==> config.mk <==
export PLATFORM = sky130hd
export DESIGN_NAME = apb_master
export DESIGN_NICKNAME = d
export VERILOG_FILES = /design/src/rtl/apb_master.sv
export SDC_FILE = /design/constraint.sdc
export NUM_CORES = 1
export LEC_CHECK = 0
export CORE_MARGIN = 2
export CORE_UTILIZATION = 28
export CTS_BUF_LIST = sky130_fd_sc_hd__clkbuf_4 sky130_fd_sc_hd__clkbuf_8
export DETAILED_ROUTE_END_ITERATION = 8
export GPL_TIMING_DRIVEN = 0
export PLACE_DENSITY_LB_ADDON = 0.15
export SKIP_CTS_REPAIR_TIMING = 1
export SLEW_MARGIN = 20
export SYNTH_ARGS = -nofsm -noshare
export SYNTH_HDL_FRONTEND = slang
export SYNTH_SLANG_ARGS = --single-unit
==> constraint.sdc <==
create_clock -name pclk -period 4.3 [get_ports pclk]
set_clock_uncertainty 0.15 [all_clocks]
set_input_delay 0.86 -clock pclk [delete_from_list [all_inputs] [get_ports pclk]]
set_output_delay 0.86 -clock pclk [all_outputs]
set_load 0.1 [all_outputs]
==> src/rtl/apb_master.sv <==
// apb_master: APB4 requester that runs valid/ready commands as SETUP/ACCESS transfers.
// Wait states are honoured; an optional timeout abandons a stalled ACCESS.
module apb_master #(
   parameter int AWIDTH  = 4,
   parameter int DWIDTH  = 8,
   parameter int TIMEOUT = 16
) (
   input  logic                pclk,
   input  logic                presetn,
   input  logic                cmd_valid,
   output logic                cmd_ready,
   input  logic                cmd_write,
   input  logic [AWIDTH-1:0]   cmd_addr,
   input  logic [DWIDTH-1:0]   cmd_wdata,
   input  logic [DWIDTH/8-1:0] cmd_strb,
   output logic                rsp_valid,
   input  logic                rsp_ready,
   output logic [DWIDTH-1:0]   rsp_rdata,
   output logic                rsp_err,
   output logic                rsp_timeout,
   output logic                psel,
   output logic                penable,
   output logic                pwrite,
   output logic [AWIDTH-1:0]   paddr,
   output logic [DWIDTH-1:0]   pwdata,
   output logic [DWIDTH/8-1:0] pstrb,
   input  logic                pready,
   input  logic [DWIDTH-1:0]   prdata,
   input  logic                pslverr
);
   localparam int CW = (TIMEOUT > 0) ? $clog2(TIMEOUT + 1) : 1;
   localparam logic [CW-1:0] LAST = CW'((TIMEOUT > 0) ? TIMEOUT - 1 : 0);
   typedef enum logic [1:0] {IDLE, SETUP, ACCESS} state_t;
   state_t state;
   logic [CW-1:0] cnt;
   assign cmd_ready = (state == IDLE) && (!rsp_valid || rsp_ready);
   always_ff @(posedge pclk or negedge presetn) begin
      if (!presetn) begin
         state       <= IDLE;
         cnt         <= '0;
         rsp_valid   <= 1'b0;
         rsp_rdata   <= '0;
         rsp_err     <= 1'b0;
         rsp_timeout <= 1'b0;
         psel        <= 1'b0;
         penable     <= 1'b0;
         pwrite      <= 1'b0;
         paddr       <= '0;
         pwdata      <= '0;
         pstrb       <= '0;
      end else begin
         if (rsp_valid && rsp_ready) rsp_valid <= 1'b0;
         case (state)
            IDLE: if (cmd_valid && cmd_ready) begin
               state   <= SETUP;
               cnt     <= '0;
               psel    <= 1'b1;
               penable <= 1'b0;
               paddr   <= cmd_addr;
               pwrite  <= cmd_write;
               pwdata  <= cmd_write ? cmd_wdata : '0;
               pstrb   <= cmd_write ? cmd_strb : '0;
            end
            SETUP: begin
               state   <= ACCESS;
               penable <= 1'b1;
            end
            ACCESS: if (pready) begin
               state       <= IDLE;
               psel        <= 1'b0;
               penable     <= 1'b0;
               rsp_valid   <= 1'b1;
               rsp_rdata   <= pwrite ? '0 : prdata;
               rsp_err     <= pslverr;
               rsp_timeout <= 1'b0;
            end else begin
               cnt <= cnt + 1'b1;
               // abort on the TIMEOUT-th consecutive stalled ACCESS cycle
               if (TIMEOUT != 0 && cnt == LAST) begin
                  state       <= IDLE;
                  psel        <= 1'b0;
                  penable     <= 1'b0;
                  rsp_valid   <= 1'b1;
                  rsp_rdata   <= '0;
                  rsp_err     <= 1'b1;
                  rsp_timeout <= 1'b1;
               end
            end
            default: state <= IDLE;
         endcase
      end
   end
endmodule
== Yosys cells after proc, flatten, opt, wreduce, memory -nomap -nowiden ==
Index checks and enable logic that the tools add are counted.

* Latch bits: 0
* ROM bits: 0
* Memories: 0
* Register bits after elaboration: 34
* Bits of input ports: 28
* Logic and storage cells: 59
* Bits in writable memories: 0

* Mux-type cells: 25
* Multiply operators: 0
* Bitwise logic cells: 0
* Add/subtract/negate cells: 1
* Eq/ne operators: 6
* Reductions and logical operators: 15
* $lt $le $gt $ge: 0
* Div/mod/pow operators: 0
* Shift operators: 0

{| class="wikitable"
|+ Operator list
! cell !! number
|-
| $mux 8 || 4
|-
| $mux 1 || 12
|-
| $mux 5 || 2
|-
| $pmux 5 s2 || 1
|-
| $reduce_and 3->1 || 3
|-
| $mux 2 || 3
|-
| $pmux 2 s3 || 1
|-
| $reduce_and 2->1 || 3
|-
| $add 5x1->5 const B || 1
|-
| $eq 5x4->1 const B || 1
|-
| $reduce_bool 2->1 || 2
|-
| $logic_and 1x1->1 || 3
|-
| $ne 3x3->1 const B || 1
|-
| $pmux 1 s3 || 1
|-
| $reduce_bool 3->1 || 1
|-
| $eq 2x1->1 const B || 1
|-
| $eq 2x2->1 const B || 1
|-
| $logic_not 2->1 || 1
|-
| $ne 2x1->1 const B || 1
|-
| $ne 2x2->1 const B || 1
|-
| $pmux 1 s2 || 1
|-
| $logic_not 1->1 || 1
|-
| $logic_or 1x1->1 || 1
|}

== Longest topological paths before layout ==
Gate-level depths: netlist of the first run.

* Depth after elaboration: 6
* Gate-level depth with buffers: 6
* Depth with buffers taken out: 6

== Least setup slack after synthesis of the first run ==
Ideal clock, no wire load.

* Path type: input port to output port
* From: input rsp_ready
* To: output cmd_ready
* Arrival time: 1.737 ns
* Path slack: 1.553 ns
* Cell stages on the path: 2
* Path buffers: 0
* Cell sequence: nand2b_1 -> and2_1

* Word-level cells in the longest chain between the ends: 2

{| class="wikitable"
|+ Ends and longest elaborated chain
! element !! line !! text
|-
| start: declaration || 17 || <nowiki>input logic rsp_ready,</nowiki>
|-
| $logic_or 1x1->1 || 36 || <nowiki>assign cmd_ready = (state == IDLE) && (!rsp_valid || rsp_ready);</nowiki>
|-
| $logic_and 1x1->1 || 36 ||
|-
| end: declaration || 11 || <nowiki>output logic cmd_ready,</nowiki>
|}

Every way passes these cells.

== Final worst setup path of the first run ==
Same ends and word-level chain as after synthesis.

==> results.py, run 1 <==
metrics = {
    "status": {
        "status": "finished clean",
    },
    "detailed_routing": {
        "vias_per_cell": 4.45,
        "vias": 1118,
        "ant_nets": 0,
        "drt_iter0_drc": 48,
        "avgRoutedWirePerCell_um": 13.2,
        "routed_wirelength_um": 3320,
        "drc": 0,
        "drtPass1Iterations": 4,
    },
    "logic_synthesis": {
        "yosysWarnings": 0,
        "synthSimpleGateAreaFrac_pct": 10.8,
        "ys_ff_latch": 34,
        "synth.avg_cell_area_um2": 11.8,
        "synthArstFlopShare_pct": 100,
        "synthCells": 121,
        "synth_top_cell_by_area": "dfrtp_1",
        "synthAdderAreaFrac_pct": 1.75,
        "synth_top_family_by_area": "multiplexers",
        "synth_top_area_share_pct": 59.5,
        "synth_edf_count": 0,
        "synth_mux_area_share_pct": 11.7,
        "synthTopCellsByArea": "dfrtp_1 60%, mux2i_1 7.0%, a22o_1 4.9%",
        "syn_nets": 151,
        "netlist_top_cells_count": "34 x dfrtp_1, 15 x nand2_1, 12 x inv_1",
        "synth_compound_area_share_pct": 10.1,
        "syn_area_mm2": 0.00143,
        "synth_xor_area_share_pct": 0.613,
        "ys.flop_type": "dfrtp_1",
        "synth.yosys.seq_area_share_pct": 59.5,
        "yosysMostFrequentCell": "dfrtp_1",
        "ys_types": 28,
    },
    "floorplan": {
        "die_x_um": 75.4,
        "initial_core_util_pct": 29.7,
        "die-area_mm2": 0.00569,
        "fp.dieH_um": 75.4,
        "core_area_mm2": 0.00482,
        "ioPinCount": 56,
        "num_rows": 25,
    },
    "clock_tree": {
        "cts_tree": "yes",
        "clockBufferDepth": 2,
        "htreeDepth": 2,
        "clkTransAtPathRegs_ns": 0.07,
        "numCtsBuffers": 5,
        "clk_latency_ns": 0.27,
        "cts.sink_count": 34,
        "clock-root-buffer": "clkbuf_8",
    },
    "finish": {
        "diodes": 0,
        "fin_nets": 213,
        "finalInstanceArea_mm2": 0.00216,
        "synthToLayoutAreaGrowth_pct": 51.4,
        "drive_above_1_share_pct": 10.9,
    },
    "critical_path": {
        "cpLargestDelayFamily": "buffers and inverters",
        "worst-path-buf-inv": 2,
        "arrival_ns": 2.71,
        "path_common_cell": "clkdlybuf4s50_1",
        "cp_slowest_cell": "clkdlybuf4s50_1",
        "crit_fanout": 3,
        "end_kind": "output port",
        "reg2reg_from": "cnt[0]",
        "critPathLaunchType": "primary input",
        "crit_chain": "clkdlybuf4s50_1 -> nand2b_1 -> and2_1 -> clkdlybuf4s50_1",
        "crit_start": "rsp_ready",
        "max_stage_delay_ns": 1.13,
        "cp_data_required_time_ns": 3.29,
        "critPathKind": "in2out",
    },
    "timing": {
        "finalSetupTns_ns": 0,
        "period_share_pct": 86.5,
        "finalHoldViolations": 0,
        "relSlewSlack_pct": 33.9,
        "final-max-slew-violation-count": 0,
        "setup_viol": 0,
        "worst_pin_slew_ns": 0.989,
        "period_needed_ns": 3.72,
        "rsz0062_at_grt": "false",
        "clock.fmax_mhz": 269,
    },
    "placed_design": {
        "io_buffers": 54,
        "place_area_mm2": 0.00207,
        "dp_hpwl_um": 2420,
        "gp_congestion": 0.643,
    },
    "grt": {
        "track_usage_pct": 12.8,
        "overflow": 0,
        "first_global_vias": 1165,
        "antenna_found_initial": 0,
        "grt_pass1_wl_um": 5350,
        "grt_max_degree": 32,
    },
    "hold_path": {
        "hold_path.class": "in2async",
    },
    "run": {
        "maxCapViolCount": 0,
    },
}
-- cell usage in the layout (no fill, tap or decap), drive strengths merged --
cell	n
mux2i	10
nand2	15
nor2b	1
inv	12
and2b	1
or3b	1
ha	2
buf	7
nand2b	2
dfrtp	34
o21bai	1
o22ai	5
clkbuf	8
and3	2
a21o	2
clkdlybuf4s50	53
o21ai	1
a21oi	3
and2	1
a22o	8
clkinv	1
xor2	1
nor3b	2
mux2	5
nand3	1
nor2	5
-- final cells by class --
class                   instances  area [µm²]
plain buffers                   6        33.8
clock buffers                   7        90.1
clock inverters                 1        5.00
fillers                       486        2650
inverters                      12        45.0
multi-input cells              69         499
flip-flops and latches         34         851
well taps                      67        83.8
repair buffers                 55         556
-- metal layers --
metal	global-route usage, %	vias up	share of wire [%]	wire [µm]
li1	-	527	-	-
met1	17.0	537	44	1460
met2	19.1	48	48	1590
met3	4.63	6	6.7	222
met4	4.68	0	1.3	43
met5	0	-	0	0
-- registers in the layout, summed over array words and instances (netlist names) --
| name | cells |
|---|---|
| pwdata | 8 |
| rsp_rdata | 8 |
| cnt | 5 |
| paddr | 4 |
| state | 2 |
| penable | 1 |
| psel | 1 |
| pstrb | 1 |
| pwrite | 1 |
| rsp_err | 1 |
| rsp_timeout | 1 |
| rsp_valid | 1 |
-- kinds of logic (layout without fill, tap and decap cells) --
family	after synthesis	in the layout
DFF	34	34
and+or+nand+nor	31	31
AOI/OAI and AO/OA	20	20
buffers and inverters	18	81
muxes	15	15
adders and majority gates	2	2
xor gates and xnor gates	1	1
-- worst reg2reg max path, stage by stage (launching register included) --
cell	delay, ns
dfrtp_1	0.41
ha_1	0.24
and3_1	0.19
ha_1	0.21
o21ai_0	0.23
buf_2	0.27
a22o_1	0.17
-- final timing paths --
kind                                     end  depth (start not counted)  slack (ns)
min in group pclk                       psel                          1        0.34
worst max register to register  rsp_rdata[1]                          6        2.37
max in group asynchronous             cnt[3]                          2        3.37
worst min-delay path                  cnt[4]                          1        0.24
worst min register to register          psel                          1        0.34
worst max-delay path               cmd_ready                          4        0.58
-- stage by stage --
step	setup WS, ns	util, %	hold WS, ns	instances
after floorplan	1.55	-	0.365	121
after global placement	0.588	42.6	0.322	242
after detailed placement	0.580	42.9	0.326	243
after CTS	0.580	44.9	0.237	251
after global routing	0.522	44.9	0.236	251
final	0.580	44.9	0.244	251
Power of run 1 is left out: the tool's default activity adds up to more than one toggle a clock period on the data nets, which glitch-free logic cannot reach.
==> run 2, diff against run 1 <==
--- a/config.mk
+++ b/config.mk
@@ -5,6 +5,7 @@
 export SDC_FILE = /design/constraint.sdc
 export NUM_CORES = 1
 export LEC_CHECK = 0
+export CORE_ASPECT_RATIO = 1.2
 export CORE_MARGIN = 2
 export CORE_UTILIZATION = 28
 export CTS_BUF_LIST = sky130_fd_sc_hd__clkbuf_4 sky130_fd_sc_hd__clkbuf_8
==> run 2 against run 1 <==
  * Flip-flop and latch count stayed put
  * Non-clock buffer count stayed put
  * Wire length is 7.0% lower
  * Sequential share of layout area is 0.32 points lower
  * Critical endpoint unchanged
  * Largest cell class unchanged
==> results.py, run 2 (same netlist as run 1, synthesis figures left out) <==
metrics = {
    "critical_path": {
        "reg2reg_from": "cnt[0]",
        "rr_worst_depth": 6,
        "critPathKind": "in2out",
        "cp_data_required_time_ns": 3.29,
        "path_common_cell": "clkdlybuf4s50_1",
        "ff2ff_setup_slack_ns": 2.40,
        "r2r_end": "rsp_rdata[1]",
        "cp_slowest_cell": "clkdlybuf4s50_1",
        "crit_chain": "clkdlybuf4s50_1 -> nand2b_1 -> and2_1 -> clkdlybuf4s50_1",
        "crit_fanout": 3,
        "arrival_ns": 2.71,
        "end_kind": "output port",
        "max_stage_delay_ns": 1.14,
        "critPathLaunchType": "primary input",
    },
    "grt": {
        "grt_pass1_wl_um": 5150,
        "overflow": 0,
        "antenna_found_initial": 0,
        "first_global_vias": 1151,
        "track_usage_pct": 11.7,
        "grt_max_degree": 23,
    },
    "detailed_routing": {
        "avgRoutedWirePerCell_um": 12.7,
        "vias": 1091,
        "drt_iter0_drc": 26,
        "ant_nets": 0,
        "routed_wirelength_um": 3090,
        "vias_per_cell": 4.47,
        "drtPass1Iterations": 4,
        "drc": 0,
    },
    "floorplan": {
        "ioPinCount": 56,
        "initial_core_util_pct": 28.9,
        "die_x_um": 69.2,
        "fp.dieH_um": 82.3,
        "num_rows": 28,
        "die-area_mm2": 0.00569,
        "core_area_mm2": 0.00494,
    },
    "clock_tree": {
        "clkTransAtPathRegs_ns": 0.07,
        "clockBufferDepth": 2,
        "numCtsBuffers": 5,
        "clk_latency_ns": 0.28,
        "cts_tree": "yes",
        "clock-root-buffer": "clkbuf_8",
        "htreeDepth": 2,
        "cts.sink_count": 34,
    },
    "finish": {
        "fill_cells": 458,
        "reg_top3": "pwdata x8, rsp_rdata x8, cnt x5",
        "diodes": 0,
        "final_core_util_pct": 44.1,
        "fin_nets": 213,
        "finalInstanceArea_mm2": 0.00218,
        "drive_above_1_share_pct": 10.9,
        "mostFrequentLayoutCell": "clkdlybuf4s50_1",
        "layout_common_cells": "53 x clkdlybuf4s50_1, 34 x dfrtp_1, 15 x nand2_1",
        "synthToLayoutAreaGrowth_pct": 52.6,
    },
    "timing": {
        "relSlewSlack_pct": 34.1,
        "finalSetupTns_ns": 0,
        "clock.fmax_mhz": 269,
        "setup_viol": 0,
        "finalHoldViolations": 0,
        "period_needed_ns": 3.72,
        "period_share_pct": 86.5,
        "worst_pin_slew_ns": 0.986,
        "final-max-slew-violation-count": 0,
        "rsz0062_at_grt": "false",
    },
    "placed_design": {
        "dp_hpwl_um": 2270,
        "gp_congestion": 0.736,
        "io_buffers": 54,
        "place_area_mm2": 0.00207,
    },
    "status": {
        "status": "finished clean",
    },
    "run": {
        "maxCapViolCount": 0,
    },
    "hold_path": {
        "hold_path.class": "in2async",
    },
}
run 2: changes by cell type in the layout (fill, tap and decap cells not counted):
cell       delta
bufinv_16     +1
buf_16        +1
clkinv_2      -1
clkbuf_8      -1
buf_12        -1
clkbuf_4      +1
run 2: worst max-delay path by stage:
stage                     cells after the start         to       from  slack [ns]
after floorplan                               2  cmd_ready  rsp_ready        1.55
after global placement                        4  cmd_ready  rsp_ready        0.58
after detailed placement                      4  cmd_ready  rsp_ready        0.56
after CTS                                     4  cmd_ready  rsp_ready        0.56
after global routing                          4  cmd_ready  rsp_ready        0.51
final                                         4  cmd_ready  rsp_ready        0.58
run 2: final cells by class:
class                      count  area (µm²)  share of cell area, %
sequential                    34         851                   39.0
timing repair buffer          55         563                   25.8
multi-input combinational     69         499                   22.9
clock buffer                   7        83.8                   3.84
tap                           60        75.1                   3.44
inverter                      12        45.0                   2.07
buffer                         6        33.8                   1.55
clock inverter                 1        30.0                   1.38
run 2: per-layer routing:
| layer | vias to the layer above | global-route usage, % | share of wire (%) |
|---|---|---|---|
| met5 | - | 0 | 0 |
| met4 | 0 | 5.29 | 1.9 |
| met3 | 7 | 4.37 | 6.7 |
| met2 | 42 | 19.7 | 46 |
| met1 | 514 | 13.5 | 45 |
| li1 | 528 | - | - |
run 2: per-stage QoR:
stage / cells / hold WS [ns] / setup slack [ns]
floorplan: 121 / 0.365 / 1.55
global placement: 235 / 0.311 / 0.581
detailed placement: 236 / 0.323 / 0.563
CTS: 244 / 0.331 / 0.560
global route: 244 / 0.343 / 0.510
finish: 244 / 0.329 / 0.580
run 2: worst max-delay path: cells and delay by family:
family / cells / cell delay, ns
and+or+nand+nor: 2 / 0.26
buffers and inverters: 2 / 1.59
Power of run 2 is left out for the same reason.
